[src/rtl/cpu_ctrl_pkg.sv]
// Shared definitions for the pipeline stall/flush controller: FSM encoding
// and default widths/latencies.
package cpu_ctrl_pkg;

  typedef enum logic {
    RUN  = 1'b0,
    WAIT = 1'b1
  } state_e;

  localparam int CNT_W               = 4;
  localparam int REG_ADDR_W_DEF      = 4;
  localparam int MEM_WAIT_CYCLES_DEF = 6;

endpackage

[src/rtl/pipeline_ctrl_hazard_detect.sv]
// RAW hazard detector between ID and EXE/MEM. With FORWARDING_EN defined only
// a load in EXE feeding ID stalls; otherwise any EXE/MEM producer stalls.
module hazard_detect
  import cpu_ctrl_pkg::*;
#(
  parameter int REG_ADDR_W = REG_ADDR_W_DEF
) (
  input  logic [REG_ADDR_W-1:0] id_src1,
  input  logic [REG_ADDR_W-1:0] id_src2,
  input  logic                  id_has_src1,
  input  logic                  id_two_src,
  input  logic [REG_ADDR_W-1:0] exe_dest,
  input  logic                  exe_wb_en,
  input  logic                  exe_mem_r_en,
  input  logic [REG_ADDR_W-1:0] mem_dest,
  input  logic                  mem_wb_en,
  output logic                  hazard
);

`ifdef FORWARDING_EN
  logic unused_mem_stage;
  assign unused_mem_stage = ^{mem_dest, mem_wb_en};

  assign hazard = exe_mem_r_en & exe_wb_en &
                  ((id_has_src1 & (id_src1 == exe_dest)) |
                   (id_two_src  & (id_src2 == exe_dest)));
`else
  logic unused_load_flag;
  logic match1;
  logic match2;
  assign unused_load_flag = exe_mem_r_en;

  assign match1 = (exe_wb_en & (id_src1 == exe_dest)) | (mem_wb_en & (id_src1 == mem_dest));
  assign match2 = (exe_wb_en & (id_src2 == exe_dest)) | (mem_wb_en & (id_src2 == mem_dest));
  assign hazard = (id_has_src1 & match1) | (id_two_src & match2);
`endif

endmodule

[src/rtl/pipeline_ctrl.sv]
// Central stall/flush controller: SRAM wait-state FSM plus branch/hazard
// priority logic. Build option FORWARDING_EN narrows the hazard equation.
module pipeline_ctrl
  import cpu_ctrl_pkg::*;
#(
  parameter int MEM_WAIT_CYCLES = MEM_WAIT_CYCLES_DEF,
  parameter int REG_ADDR_W      = REG_ADDR_W_DEF
) (
  input  logic                  clk,
  input  logic                  rst,
  input  logic [REG_ADDR_W-1:0] id_src1,
  input  logic [REG_ADDR_W-1:0] id_src2,
  input  logic                  id_has_src1,
  input  logic                  id_two_src,
  input  logic [REG_ADDR_W-1:0] exe_dest,
  input  logic                  exe_wb_en,
  input  logic                  exe_mem_r_en,
  input  logic [REG_ADDR_W-1:0] mem_dest,
  input  logic                  mem_wb_en,
  input  logic                  mem_req,
  input  logic                  branch_taken,
  output logic                  pc_freeze,
  output logic                  if_freeze,
  output logic                  if_flush,
  output logic                  id_flush,
  output logic                  stall_all,
  output logic                  mem_start,
  output logic                  mem_ready
);

  // The RUN cycle that issues mem_start is itself a stall cycle, hence -2.
  localparam logic [CNT_W-1:0] CNT_LOAD = CNT_W'(MEM_WAIT_CYCLES - 2);

  state_e           state_q, state_d;
  logic [CNT_W-1:0] cnt_q, cnt_d;
  logic             hazard;

  hazard_detect #(.REG_ADDR_W(REG_ADDR_W)) u_hazard_detect (
    .id_src1      (id_src1),
    .id_src2      (id_src2),
    .id_has_src1  (id_has_src1),
    .id_two_src   (id_two_src),
    .exe_dest     (exe_dest),
    .exe_wb_en    (exe_wb_en),
    .exe_mem_r_en (exe_mem_r_en),
    .mem_dest     (mem_dest),
    .mem_wb_en    (mem_wb_en),
    .hazard       (hazard)
  );

  always_comb begin
    state_d   = state_q;
    cnt_d     = cnt_q;
    pc_freeze = 1'b0;
    if_freeze = 1'b0;
    if_flush  = 1'b0;
    id_flush  = 1'b0;
    stall_all = 1'b0;
    mem_start = 1'b0;
    mem_ready = 1'b0;

    case (state_q)
      RUN: begin
        if (mem_req) begin
          stall_all = 1'b1;
          mem_start = 1'b1;
          state_d   = WAIT;
          cnt_d     = CNT_LOAD;
        end
      end
      WAIT: begin
        if (cnt_q != '0) begin
          stall_all = 1'b1;
          cnt_d     = cnt_q - 1'b1;
        end else begin
          mem_ready = 1'b1;
          state_d   = RUN;
        end
      end
      default: state_d = RUN;
    endcase

    // Stage registers hold branch/hazard during a stall, so they resolve after it.
    if (!stall_all) begin
      if (branch_taken) begin
        if_flush = 1'b1;
        id_flush = 1'b1;
      end else if (hazard) begin
        pc_freeze = 1'b1;
        if_freeze = 1'b1;
        id_flush  = 1'b1;
      end
    end

    if (rst) begin
      pc_freeze = 1'b0;
      if_freeze = 1'b0;
      if_flush  = 1'b0;
      id_flush  = 1'b0;
      stall_all = 1'b0;
      mem_start = 1'b0;
      mem_ready = 1'b0;
    end
  end

  always_ff @(posedge clk or posedge rst) begin
    if (rst) begin
      state_q <= RUN;
      cnt_q   <= '0;
    end else begin
      state_q <= state_d;
      cnt_q   <= cnt_d;
    end
  end

endmodule

[config.mk]
export PLATFORM = sky130hd
export DESIGN_NAME = pipeline_ctrl
export DESIGN_NICKNAME = d
export VERILOG_FILES = /design/src/rtl/cpu_ctrl_pkg.sv /design/src/rtl/pipeline_ctrl_hazard_detect.sv /design/src/rtl/pipeline_ctrl.sv
export SDC_FILE = /design/constraint.sdc
export NUM_CORES = 1
export LEC_CHECK = 0
export CORE_UTILIZATION = 32
export DETAILED_ROUTE_END_ITERATION = 7
export PLACE_DENSITY = 0.73
export SLEW_MARGIN = 20
export SYNTH_ARGS = -nofsm -noshare
export SYNTH_HDL_FRONTEND = slang
export SYNTH_SLANG_ARGS = --single-unit
[constraint.sdc]
create_clock -name clk -period 2 [get_ports clk]
set_clock_uncertainty 0.15 [all_clocks]
set_input_delay 0.4 -clock clk [delete_from_list [all_inputs] [get_ports clk]]
set_output_delay 0.4 -clock clk [all_outputs]
set_load 0.05 [all_outputs]
After elaboration in Yosys (flattened, before gate mapping)
Index checks and enable logic that the tools add are counted.
W data, S select, Z words.
{ "totals": {"inputBits": 25, "register_bits": 5, "output_inout_bits": 7} }
{ "op_classes": {"add_sub_neg": 1, "n_mux": 22, "n_reduce_logical": 2, "eq_ne": 6, "bitwise_logic": 10} }
{ "ops": {"columns": ["cell", "n"], "rows": [
  ["$mux W1", 18],
  ["$eq A4 B4 Y1", 4],
  ["$mux W4", 2],
  ["$pmux W4 S2", 1],
  ["$and A1 B1 Y1", 6],
  ["$reduce_bool A4 Y1", 1],
  ["$sub A4 B1 Y4 const B", 1],
  ["$or A1 B1 Y1", 3],
  ["$ne A2 B1 Y1 const B", 1],
  ["$ne A2 B2 Y1 const B", 1],
  ["$pmux W1 S2", 1],
  ["$reduce_and A2 Y1", 1],
  ["$not A1 Y1", 1]
]} }

Depth between registers and ports, before layout
Gate-level depths: netlist of run 1.
{ "depth": {"depth_word": 9, "ltp_mapped": 8, "ltp_nobuf": 7} }

Cells and area by module
From an unflattened synthesis of run 1, not the netlist that was laid out.
{ "unflattened": {"hier_cells": 61, "area_unflattened_um2": 566.8} }
{ "modules_own_cells": {"columns": ["mod", "cells_per_inst", "n_inst", "seq_area_each_um2", "area_per_inst_um2"], "rows": [
  ["pipeline_ctrl", 36, 1, 125.1, 375.4],
  ["hazard_detect", 25, 1, 0.0, 191.4]
]} }

Least setup slack after synthesis of run 1
No wires, ideal clock.
{ "synth_path": {"kind": "reg2out", "from": "register cnt_q[0]", "to": "output pc_freeze", "t_arrival_ns": 2.575, "n_path_buf": 1, "path_stages_with_launch": 9, "path_slack_ns": -1.125, "cell_sequence": "dfrtp_1 -> inv_1 -> ha_1 -> or3b_4 -> nand2_2 -> and2_4 -> inv_2 -> nor4_2 -> buf_4"} }
{ "synth_via": {"elab_chain_len": 5} }
{ "synth_lines": {"columns": ["item", "line", "source"], "rows": [
  ["start, declared", "pipeline_ctrl.sv:35", "logic [CNT_W-1:0] cnt_q, cnt_d;"],
  ["start signal, assigned", "pipeline_ctrl.sv:112", "cnt_q <= cnt_d;"],
  ["$reduce_bool A4 Y1", "pipeline_ctrl.sv:72", "if (cnt_q != '0) begin"],
  ["$mux W1", null, null],
  ["$pmux W1 S2", null, null],
  ["named net state_d", "pipeline_ctrl.sv:34", "state_e state_q, state_d;"],
  ["$mux W1", "pipeline_ctrl.sv:84", "if (!stall_all) begin"],
  ["$mux W1", "pipeline_ctrl.sv:95", "if (rst) begin"],
  ["end, declared", "pipeline_ctrl.sv:22", "output logic pc_freeze,"]
]} }
The timed path passes the listed nets, and every way through them passes these cells.

Worst setup path after layout of run 1
{ "layout_path": {"from": "register cnt_q[0]", "to": "output id_flush"} }
{ "layout_via": {"elab_chain_len": 5} }
{ "layout_lines": {"columns": ["item", "line", "source"], "rows": [
  ["$reduce_bool A4 Y1", "pipeline_ctrl.sv:72", null],
  ["$mux W1", null, null],
  ["$pmux W1 S2", null, null],
  ["named net state_d", "pipeline_ctrl.sv:34", null],
  ["$mux W1", "pipeline_ctrl.sv:84", null],
  ["$mux W1", "pipeline_ctrl.sv:95", null],
  ["end, declared", "pipeline_ctrl.sv:25", "output logic id_flush,"]
]} }
The timed path passes the listed nets, and every way through them passes these cells.

==> results of run 1 <==
## layout make-up
type                       instances  area [um2]  share of cell area (%)
clock buffer                       4        26.3                    2.04
inverter                           5        21.3                    1.65
multi-input combinational         47         505                    39.2
sequential                         5         125                    9.71
tap                               15        18.8                    1.46
timing repair buffer              56         592                    45.9
## registers in the layout, summed over array words and instances (netlist names)
register / flops
cnt_q: 4
state_q: 1
## layer usage
metal / routed length, um / track usage (%)
met4: 75 / 14.2
met2: 1280 / 42.8
met1: 809 / 22.3
met5: 0 / 0
met3: 107 / 3.04
## metrics by stage
stage               total power [mW]  TNS (ps)
floorplan                      0.503     -3090
global placement               0.859     -2180
detailed placement             0.875     -2260
CTS                             1.11     -2820
global route                    1.35     -3450
finish                          1.28     -2910
## power by group through the flow
stage	Clock, mW	Sequential (mW)	Combinational, mW
floorplan	0	0.185	0.317
global placement	0	0.181	0.677
detailed placement	0	0.184	0.691
CTS	0.123	0.183	0.806
global route	0.126	0.194	1.03
finish	0.118	0.191	0.967
## kinds of logic (layout without fill, tap and decap cells)
family	after synthesis	in the layout	share of synthesized area (%)
flip-flops	5	5	24.7
XOR/XNOR	18	18	31.1
buffers and inverters	6	65	5.18
adder cells (fa/ha/maj)	2	2	4.94
AO/OA/AOI/OAI	4	4	5.68
AND/OR/NAND/NOR	23	23	28.4
## worst max path at each step
stage / end / slack (ps) / cells past startpoint
detailed placement: id_flush / -580 / 7
finish: id_flush / -540 / 8
CTS: if_freeze / -560 / 9
global placement: id_flush / -580 / 7
floorplan: pc_freeze / -750 / 8
global route: pc_freeze / -650 / 9
## timing repair
item                                    in CTS  in global routing
resized for setup                           14                 34
gates cloned                                 0                  0
pin swaps                                    5                 13
endpoints found under the setup margin       7                  7
buffers inserted                             8                  8
## synth_stat cells
| library cell | number |
|---|---|
| a211oi_2 | 1 |
| and2_4 | 1 |
| buf_4 | 1 |
| dfrtp_1 | 5 |
| ha_1 | 2 |
| inv_1 | 4 |
| inv_2 | 1 |
| nand2_1 | 3 |
| nand2_2 | 1 |
| nand2b_1 | 1 |
| nand3_1 | 5 |
| nor2_1 | 2 |
| nor3_1 | 2 |
| nor3b_1 | 1 |
| nor4_1 | 4 |
| nor4_2 | 2 |
| o21ai_0 | 2 |
| o22ai_1 | 1 |
| or3b_4 | 1 |
| xnor2_1 | 5 |
| xor2_1 | 13 |
## worst min-delay path: stages
cell and delay, ps:
dlygate4sd2_1 350, buf_4 200, inv_1 170
==> impl_results.md, run 1 <==
* WP buf/inv at 3
* Failing checks: negative setup slack
* Synth-to-Final Area Change at 154%
* Status: finished, violations left
* DIE HEIGHT at 41.8 um
* Drt drc at 0
* Final Hold Vio Count at 0
* All-Layer GR Usage at 22.5%
* # H-tree levels at 1
* Post-CTS Hold Buffers at 0
* Most common cell after layout, fill and taps aside: buf_4
* Nets@finish at 145
* Flop2flop setup slack at 40 ps
* VDD IR max at 0.893 mV
* Slew Viols, Final at 0
* Top cell type's share of synthesized area at 24.7%
* Worst hold slack at 367 ps
* Final period utilization at 127%
* Reg power frac at 14.9%
* Final setup violation count at 6
* Synth top area cells: dfrtp_1 25%, xor2_1 22%, xnor2_1 8.6%
* Critical Path AT at 1990 ps
* Wirelength, routed at 2.28 mm
* Share of cells above drive strength 1 at 53.8%
* CORE AREA at 1380 um2
* Via count at 663
* Fin cells at 132
* Synthesized area at 507 um2
* Cell variety after synth at 21
* Clock Tree Buf Depth at 2
* Synth Instances at 58
* R2r worst-path depth at 10
* Layout fillers at 46
* # diodes at 0
* Fin util at 93.2%
* Switch share at 39.5%
* Global-route wire length before repair at 2.99 mm
* Comb pwr share at 75.8%
* Initial antenna violation count at 0
* Part of the Yosys area used for sequential elements at 24.7%
* PortBufs at 30
* PwrDens at 990 nW/um2
* Reg-to-Reg End: cnt_q[1]
* Highest Clock Rate at 394 MHz
* Reg-to-Reg Start: cnt_q[0]
* Clk slew on worst S/H paths at 50 ps
* CTS root buffer: clkbuf_4
* Placed insts at 116
* Row cnt at 13
* Syn avg cell area at 8.74 um2
* Clock sink count at 5
* Setup crit start: cnt_q[0]
* GPL Wtd Cong at 0.914
* Most frequent cells in the layout: 25 x buf_4, 14 x dlymetal6s2s_1, 10 x xor2_1
* Synth warn at 0
* Setup crit start kind: flop
* Vias per cell at 5.02
* Pleak at 0.659 nW
* Total grt overflow at 0
* 1st-iter DRT viols at 10
* DP Worst Slack at -584 ps
* Cell Int Power at 772 uW
* Worst-Margin Slew at 381 ps
* Initial Utilization at 36.7%
* Net Count, Synth at 85
* DP Area at 1010 um2
* Die width at 41.8 um
* Setup repair after global routing missed its margin: true
* Setup crit end kind: output port
* DRT Pass-1 Iters at 4
* CP Max Fanout at 4
* Worst path cell trace: inv_2, ha_2, or3b_4, nand2_2, and2_4, inv_4, a211oi_2, buf_12
* #FFs+latches synth at 5
* Final worst slack at -538 ps
* Vias in the first global route at 729
* Cell area after layout at 1290 um2
* Max_slew headroom at 74.6%
* Routed Antenna Nets at 0
* CTS Buf Count at 3
* Hold Path Class: input port to asynchronous set/reset pin
* Area leader, netlist: dfrtp_1
* Period minus WS final at 2540 ps
* WL/cell at 17.2 um
* Crit path max-delay family: simple AND/OR/NAND/NOR gates
* Hpwl dp at 1.30 mm
* DIE AREA at 1750 um2
* Clk pwr share at 9.2%
* Maxcap violations at 0
* Slowest cell delay on critical path at 390 ps
* CTS tree: yes
* Largest net degree at the start of global routing at 6
* Crit Path Class: flop to output port
* Clock latency at the later pin of the worst-skew pair at 240 ps
* Required time of the critical path at 1450 ps
* Sw power at 503 uW
* Worst path slowest cell: dfrtp_1
* Num ports at 32
Power figures use the tool's default switching activity.
==> run 2: changes to the inputs <==
--- a/config.mk
+++ b/config.mk
@@ -7,6 +7,7 @@
 export LEC_CHECK = 0
 export CORE_UTILIZATION = 32
 export DETAILED_ROUTE_END_ITERATION = 7
+export MAX_ROUTING_LAYER = met4
 export PLACE_DENSITY = 0.73
 export SLEW_MARGIN = 20
 export SYNTH_ARGS = -nofsm -noshare
==> impl_results.md, run 2 (synthesis gave the netlist of run 1 again) <==
* Largest Register: cnt_q
* Crit path max-delay family: simple AND/OR/NAND/NOR gates
* # diodes at 0
* CORE AREA at 1380 um2
* Setup repair after global routing missed its margin: true
* Reg-to-Reg End: cnt_q[1]
* Worst-Margin Slew at 370 ps
* Slew Viols, Final at 0
* Critical Path AT at 1990 ps
* R2r worst-path depth at 10
* Fin util at 93.2%
* WL/cell at 17.2 um
* Wirelength, routed at 2.27 mm
* Row cnt at 13
* Num ports at 32
* Clock latency at the later pin of the worst-skew pair at 240 ps
* All-Layer GR Usage at 23.0%
* Final worst slack at -538 ps
* Slowest cell delay on critical path at 390 ps
* Share of cells above drive strength 1 at 53.8%
* Hpwl dp at 1.30 mm
* Vias per cell at 5.02
* WP buf/inv at 3
* Setup crit end kind: output port
* Failing checks: negative setup slack
* GPL Wtd Cong at 0.929
* DRT Pass-1 Iters at 4
* Post-CTS Hold Buffers at 0
* Flop2flop setup slack at 30 ps
* Pleak at 0.659 nW
* Max_slew headroom at 75.3%
* DIE HEIGHT at 41.8 um
* Worst path cell trace: inv_2, ha_2, or3b_4, nand2_2, and2_4, inv_4, a211oi_2, buf_12
* DIE AREA at 1750 um2
* Final period utilization at 127%
* 1st-iter DRT viols at 11
* Period minus WS final at 2540 ps
* PortBufs at 30
* Vias in the first global route at 729
* Clock sink count at 5
* Biggest regs: cnt_q: 4 flops, state_q: 1 flops
* Routed Antenna Nets at 0
* Status: finished, violations left
* Setup crit start kind: flop
* Via count at 663
* Drt drc at 0
* CTS Buf Count at 3
* Worst path slowest cell: dfrtp_1
* Final Hold Vio Count at 0
* Clk slew on worst S/H paths at 50 ps
* VDD IR max at 0.897 mV
* Synth-to-Final Area Change at 154%
* Final setup violation count at 6
* Hold Path Class: input port to asynchronous set/reset pin
* Crit Path Class: flop to output port
* Maxcap violations at 0
* Initial Utilization at 36.7%
* CP Max Fanout at 4
* Required time of the critical path at 1450 ps
* Initial antenna violation count at 0
* Nets@finish at 145
* Total grt overflow at 0
* Global-route wire length before repair at 2.99 mm
* Reg-to-Reg Start: cnt_q[0]
* Total chip power at 1.28 mW
* Die width at 41.8 um
* Most common cell after layout, fill and taps aside: buf_4
* Most frequent cells in the layout: 25 x buf_4, 14 x dlymetal6s2s_1, 10 x xor2_1
* CTS tree: yes
* # H-tree levels at 1
* Largest net degree at the start of global routing at 6
* CTS root buffer: clkbuf_4
* Highest Clock Rate at 394 MHz
* Clock Tree Buf Depth at 2
* Max reg flops at 4
* Layout fillers at 46
* PwrDens at 991 nW/um2
[run 2: cell counts in the layout (fill, tap and decap cells not counted)]
Identical to the previous run, type by type.
[run 2: worst register-to-register path: stages, from the launching register on]
cell and delay, ps:
dfrtp_1 390, inv_2 70, ha_2 150, or3b_4 380, nand2_2 90, and2_4 160
inv_4 50, buf_4 120, buf_4 120, buf_4 130, o22ai_2 80
[run 2: final cells by class]
type	instances	area [um2]	area share, %
timing repair buffer	56	592	45.9
multi-input combinational	47	505	39.2
sequential	5	125	9.71
clock buffer	4	26.3	2.04
inverter	5	21.3	1.65
tap	15	18.8	1.46
[run 2: where the power goes]
group | switching, mW | internal [mW] | leakage [nW]
registers | 0.0373 | 0.153 | 0.0584
clock network | 0.0430 | 0.0755 | 0.0150
logic | 0.425 | 0.544 | 0.585
[run 2: layer usage]
layer / part of all wire, % / global-route usage [%]
met3: 4.3 / 3.04
met4: 3.3 / 14.2
met1: 36 / 22.0
met5: 0 / -
met2: 56 / 42.8
[run 2: metrics by stage]
step / setup slack, ps / setup TNS, ps / area [um2] / hold slack (ps) / instances
6_report: -538 / -2940 / 1290 / 362 / 132
5_1_grt: -651 / -3450 / 1290 / 390 / 132
4_1_cts: -557 / -2820 / 1120 / 323 / 127
3_5_place_dp: -584 / -2260 / 1010 / 418 / 116
3_3_place_gp: -580 / -2180 / 1010 / 411 / 116
2_1_floorplan: -755 / -3090 / 527 / 28.5 / 58
[run 2: worst max path at each step]
stage	start	endpoint	slack [ps]	cells after the start
3_5_place_dp	id_src2[2]	id_flush	-580	7
5_1_grt	cnt_q[0]	pc_freeze	-650	9
4_1_cts	cnt_q[1]	if_freeze	-560	9
3_3_place_gp	exe_dest[2]	id_flush	-580	7
2_1_floorplan	cnt_q[0]	pc_freeze	-750	8
6_report	cnt_q[0]	id_flush	-540	8
[run 2: repair_timing]
action,4_1_cts,5_1_grt
gates cloned,0,0
gates resized for setup,14,34
pin swaps,5,13
buffers inserted,8,8
setup endpoints to repair,7,7
